**src/rtl/spi_master_ctrl.sv**
```systemverilog
// SPI mode-0 master: one DATA_W-bit frame per accepted start, MSB first,
// with a lead/trail time and an inter-frame gap of CLK_DIV cycles each.
module spi_master_ctrl #(
  parameter int CLK_DIV = 4,
  parameter int DATA_W  = 8
) (
  input  logic              clk,
  input  logic              rst,
  input  logic              start,
  input  logic [DATA_W-1:0] tx_data,
  input  logic              miso1,
  output logic              ss1,
  output logic              sclk,
  output logic              mosi,
  output logic              busy,
  output logic              done,
  output logic [DATA_W-1:0] rx_data
);

  localparam int DIV_W = (CLK_DIV > 1) ? $clog2(CLK_DIV) : 1;
  localparam int BIT_W = (DATA_W > 1) ? $clog2(DATA_W) : 1;
  localparam logic [DIV_W-1:0] DIV_LAST = DIV_W'(CLK_DIV - 1);
  localparam logic [BIT_W-1:0] BIT_LAST = BIT_W'(DATA_W - 1);

  typedef enum logic [1:0] {IDLE, XFER, TRAIL, GAP} state_t;

  state_t            state, state_nxt;
  logic [DIV_W-1:0]  div_cnt, div_nxt;
  logic [BIT_W-1:0]  bit_cnt, bit_nxt;
  // Bits still to be sent after the one currently on mosi.
  logic [DATA_W-2:0] tx_rest, tx_rest_nxt;
  logic [DATA_W-1:0] rx_shift, rx_shift_nxt;
  logic [DATA_W-1:0] rx_data_nxt;
  logic              sclk_nxt, ss1_nxt, mosi_nxt, busy_nxt, done_nxt;
  logic              half_end;

  assign half_end = (div_cnt == DIV_LAST);

  always_ff @(posedge clk) begin
    if (rst) begin
      state    <= IDLE;
      div_cnt  <= '0;
      bit_cnt  <= '0;
      tx_rest  <= '0;
      rx_shift <= '0;
      rx_data  <= '0;
      sclk     <= 1'b0;
      ss1      <= 1'b1;
      mosi     <= 1'b0;
      busy     <= 1'b0;
      done     <= 1'b0;
    end else begin
      state    <= state_nxt;
      div_cnt  <= div_nxt;
      bit_cnt  <= bit_nxt;
      tx_rest  <= tx_rest_nxt;
      rx_shift <= rx_shift_nxt;
      rx_data  <= rx_data_nxt;
      sclk     <= sclk_nxt;
      ss1      <= ss1_nxt;
      mosi     <= mosi_nxt;
      busy     <= busy_nxt;
      done     <= done_nxt;
    end
  end

  // All pin values are computed here and registered above, so the pins never glitch.
  always_comb begin
    state_nxt    = state;
    div_nxt      = div_cnt;
    bit_nxt      = bit_cnt;
    tx_rest_nxt  = tx_rest;
    rx_shift_nxt = rx_shift;
    rx_data_nxt  = rx_data;
    sclk_nxt     = sclk;
    ss1_nxt      = ss1;
    mosi_nxt     = mosi;
    busy_nxt     = busy;
    done_nxt     = 1'b0;
    case (state)
      IDLE: begin
        if (start) begin
          state_nxt   = XFER;
          tx_rest_nxt = tx_data[DATA_W-2:0];
          mosi_nxt    = tx_data[DATA_W-1];
          ss1_nxt     = 1'b0;
          busy_nxt    = 1'b1;
          sclk_nxt    = 1'b0;
          div_nxt     = '0;
          bit_nxt     = '0;
        end
      end
      XFER: begin
        if (!half_end) begin
          div_nxt = div_cnt + DIV_W'(1);
        end else begin
          div_nxt = '0;
          if (!sclk) begin
            sclk_nxt     = 1'b1;
            rx_shift_nxt = {rx_shift[DATA_W-2:0], miso1};
          end else begin
            sclk_nxt = 1'b0;
            // The last bit stays on mosi through the trail time.
            if (bit_cnt == BIT_LAST) begin
              state_nxt = TRAIL;
            end else begin
              bit_nxt     = bit_cnt + BIT_W'(1);
              mosi_nxt    = tx_rest[DATA_W-2];
              tx_rest_nxt = tx_rest << 1;
            end
          end
        end
      end
      TRAIL: begin
        if (!half_end) begin
          div_nxt = div_cnt + DIV_W'(1);
        end else begin
          div_nxt     = '0;
          state_nxt   = GAP;
          ss1_nxt     = 1'b1;
          mosi_nxt    = 1'b0;
          done_nxt    = 1'b1;
          rx_data_nxt = rx_shift;
        end
      end
      GAP: begin
        if (!half_end) begin
          div_nxt = div_cnt + DIV_W'(1);
        end else begin
          div_nxt   = '0;
          busy_nxt  = 1'b0;
          state_nxt = IDLE;
        end
      end
      default: state_nxt = IDLE;
    endcase
  end

endmodule
```
**config.mk**
```make
export PLATFORM = sky130hd
export DESIGN_NAME = spi_master_ctrl
export DESIGN_NICKNAME = d
export VERILOG_FILES = /design/src/rtl/spi_master_ctrl.sv
export SDC_FILE = /design/constraint.sdc
export NUM_CORES = 1
export LEC_CHECK = 0
export CORE_MARGIN = 4
export CORE_UTILIZATION = 52
export CTS_CLUSTER_DIAMETER = 30
export DETAILED_ROUTE_END_ITERATION = 7
export HOLD_SLACK_MARGIN = 0.03
export PLACE_DENSITY = 0.78
export REMOVE_ABC_BUFFERS = 1
export SYNTH_ARGS = -nofsm -noshare
export SYNTH_HDL_FRONTEND = slang
export SYNTH_SLANG_ARGS = --single-unit
```
**constraint.sdc**
```tcl
create_clock -name clk -period 1.85 [get_ports clk]
set_input_delay 0.2775 -clock clk [delete_from_list [all_inputs] [get_ports clk]]
set_output_delay 0.2775 -clock clk [all_outputs]
set_load 0.03 [all_outputs]
```
==> run summary <==
EDFF count, synth: 0
Worst path required time: 2100 ps
WP data arrival: 2000 ps
Worst-path cell chain: inv_1 -> ha_1 -> or2b_4 -> nand3_1 -> o31a_1 -> a211oi_1
Hold Crit Class: flop to flop
First-pass GRT wire length: 5.66 mm
Fillers: 237
Maximum clock frequency: 0.569 GHz
H-tree depth: 2
CTS sink cnt: 35
Total negative slack: 0 ps
Placer Congestion: 0.756
CP max stage cell: dfxtp_2
Clock Latency Late Sink: 340 ps
Most used flip-flop cell after synthesis: dfxtp_1
Area delta synth->final: 23.8%
Max_slew headroom: 0.742
Antenna violations before repair: 0
Clock slew at reported path FFs: 100 ps
Antenna Cells: 0
Slew @ Worst Pin: 386 ps
Most common cell in the netlist: dfxtp_1
Crit path max fanout: 7
RSZ-0062 raised after global routing: false
HP Start: rx_data[7]
Post-layout min period: 1760 ps
FF-to-FF path depth: 6
CTS tree: done
Grt total ovfl: 0
Routed vias/inst: 5.82
Syn Std Cell Area: 1600 um^2
Mapped Cells: 179
Vias in the first global route: 1308
Crit path capture type: flop
Syn Area/Cell: 8.96 um^2
Via Count: 1402
Remaining DRCs: 0
Detailed placement HPWL: 2.43 mm
Synth area leaders: dfxtp_1, mux2i_1, a21oi_1
Commonest cells in the netlist: dfxtp_1, a21oi_1, mux2i_1, nand2_1, nor2_1
Routed WL: 3.41 mm
Clock root buffer master: clkbuf_4
Final non-filler cell total: 241
Worst setup path end: state[0]
Synth Warn #: 0
Worst VDD drop: 0.886 mV
Antenna viol nets, final: 0
I/O pin count: 25
Core Footprint: 2850 um^2
Dpl cells: 230
Yosys cell types: 33
First drt pass iteration count: 4
Initial core utilization: 0.562
Fin. Hold Viols: 0
Drt first-iter violations: 60
CTS Buf Count: 5
Setup-failing EPs final: 0
Pin count of the biggest net entering global routing: 18
Hold-fix buffers at CTS: 0
Crit Path Class: flop to flop
All-layer global routing usage: 0.177
Max-cap violations: 0
Setup Skew: 4.56 ps
PortBufs: 24
Setup crit start kind: flop
Max Buffers Root-to-Sink: 2
Die X: 63.5 um
Cell taking the most area after synthesis: dfxtp_1
Reg-to-Reg Start: state[0]
Final Max Slew Viols: 0
Critical Path Start: state[0]
Share of Yosys cell area claimed by the top area cell type: 0.437
Wirelength per Cell: 14.2 um
Share of layout cells above drive strength 1: 0.133
Final net count: 229
Placement Rows: 19
Max stage delay on crit path: 370 ps
Leak: 0.791 nW
WHS Path Cells: 2
Seq/Total Area, Yosys: 0.437
Register bit total from synthesis: 35
Status: finished clean
R2r setup slk: 90 ps
RR Endpoint: state[0]
Pwr dens: 1270 nW/um^2
Die Ht: 63.5 um
Die area: 4040 um^2
Fraction of registers with async set/reset: 0
Final period utilization: 0.950
[area by class of cell]
cell class              instances  area (um^2)  share of cell area
multi-input cells             129          860               0.433
flip-flops and latches         35          703               0.354
repair buffers                 34          315               0.159
clock buffers                   6         41.3              0.0208
well taps                      31         38.8              0.0195
inverters                       4         15.0             0.00756
clock inverters                 2         12.5             0.00630
[registers in the layout (all words and copies together), names as in the netlist]
name      count
state         2
tx_rest       7
rx_data       8
bit_cnt       3
ss1           1
mosi          1
rx_shift      8
done          1
div_cnt       2
busy          1
sclk          1
[routing by layer]
metal | wire [um] | share of wire | global-route usage
met2 | 1650 | 0.48 | 0.292
met4 | 53 | 0.016 | 0.0755
met5 | 0 | 0 | 0
met1 | 1530 | 0.45 | 0.205
met3 | 181 | 0.053 | 0.0622
[stage by stage]
stage / utilization / setup WS [ps] / hold slack [ps] / power, mW / cell area (um^2)
3_3_place_gp: 0.661 / 158 / 443 / 1.94 / 1890
6_report: 0.696 / 93.2 / 461 / 2.52 / 1990
5_1_grt: 0.696 / 27.5 / 499 / 2.70 / 1990
2_1_floorplan: - / 136 / 347 / 1.70 / 1550
3_5_place_dp: 0.661 / 69.8 / 450 / 1.99 / 1890
4_1_cts: 0.680 / 49.3 / 464 / 2.40 / 1940
[where the power goes]
| group | internal (mW) | leakage, nW | switching (mW) |
|---|---|---|---|
| combinational | 0.526 | 0.477 | 0.629 |
| clock | 0.146 | 0.0282 | 0.258 |
| sequential | 0.879 | 0.285 | 0.0831 |
[cell families (layout without fill, tap and decap cells)]
| group | Yosys count | count (layout) | synth area share |
|---|---|---|---|
| AO/OA/AOI/OAI | 45 | 46 | 0.172 |
| buffers and inverters | 16 | 46 | 0.0452 |
| flip-flops | 35 | 35 | 0.437 |
| adder cells (fa/ha/maj) | 8 | 8 | 0.0624 |
| AND/OR/NAND/NOR | 59 | 59 | 0.183 |
| multiplexers | 16 | 16 | 0.101 |
[worst min-delay path by stage]
stage                  to
6_report       rx_data[7]
5_1_grt        rx_data[0]
4_1_cts        rx_data[7]
3_5_place_dp   rx_data[7]
3_3_place_gp   rx_data[5]
2_1_floorplan  bit_cnt[0]
[cells in the final DEF, fill, tap and decap left out, types with 2 or more instances in the layout]
| cell type | instances |
|---|---|
| a21oi_1 | 24 |
| a311oi_1 | 6 |
| buf_4 | 10 |
| clkbuf_4 | 5 |
| clkdlybuf4s50_1 | 24 |
| dfxtp_1 | 33 |
| dfxtp_2 | 2 |
| ha_1 | 7 |
| inv_1 | 4 |
| mux2i_1 | 15 |
| nand2_1 | 14 |
| nand2b_1 | 3 |
| nand3_1 | 11 |
| nand3b_1 | 4 |
| nor2_1 | 14 |
| nor2b_1 | 4 |
| o21ai_0 | 6 |
[worst max-delay path: cells and delay by family (launching register included)]
kind	cells	cell delay (ps)
fa+ha+maj	1	210
buf+inv	1	80
flops	1	370
simple gates	2	420
compound gates	2	580
[timing repair]
action	4_1_cts	5_1_grt
setup buffers	0	2
resized for setup	0	6
endpoints found under the hold margin	0	0
setup endpoints to repair	0	9
(Power assumes the default switching activity.)
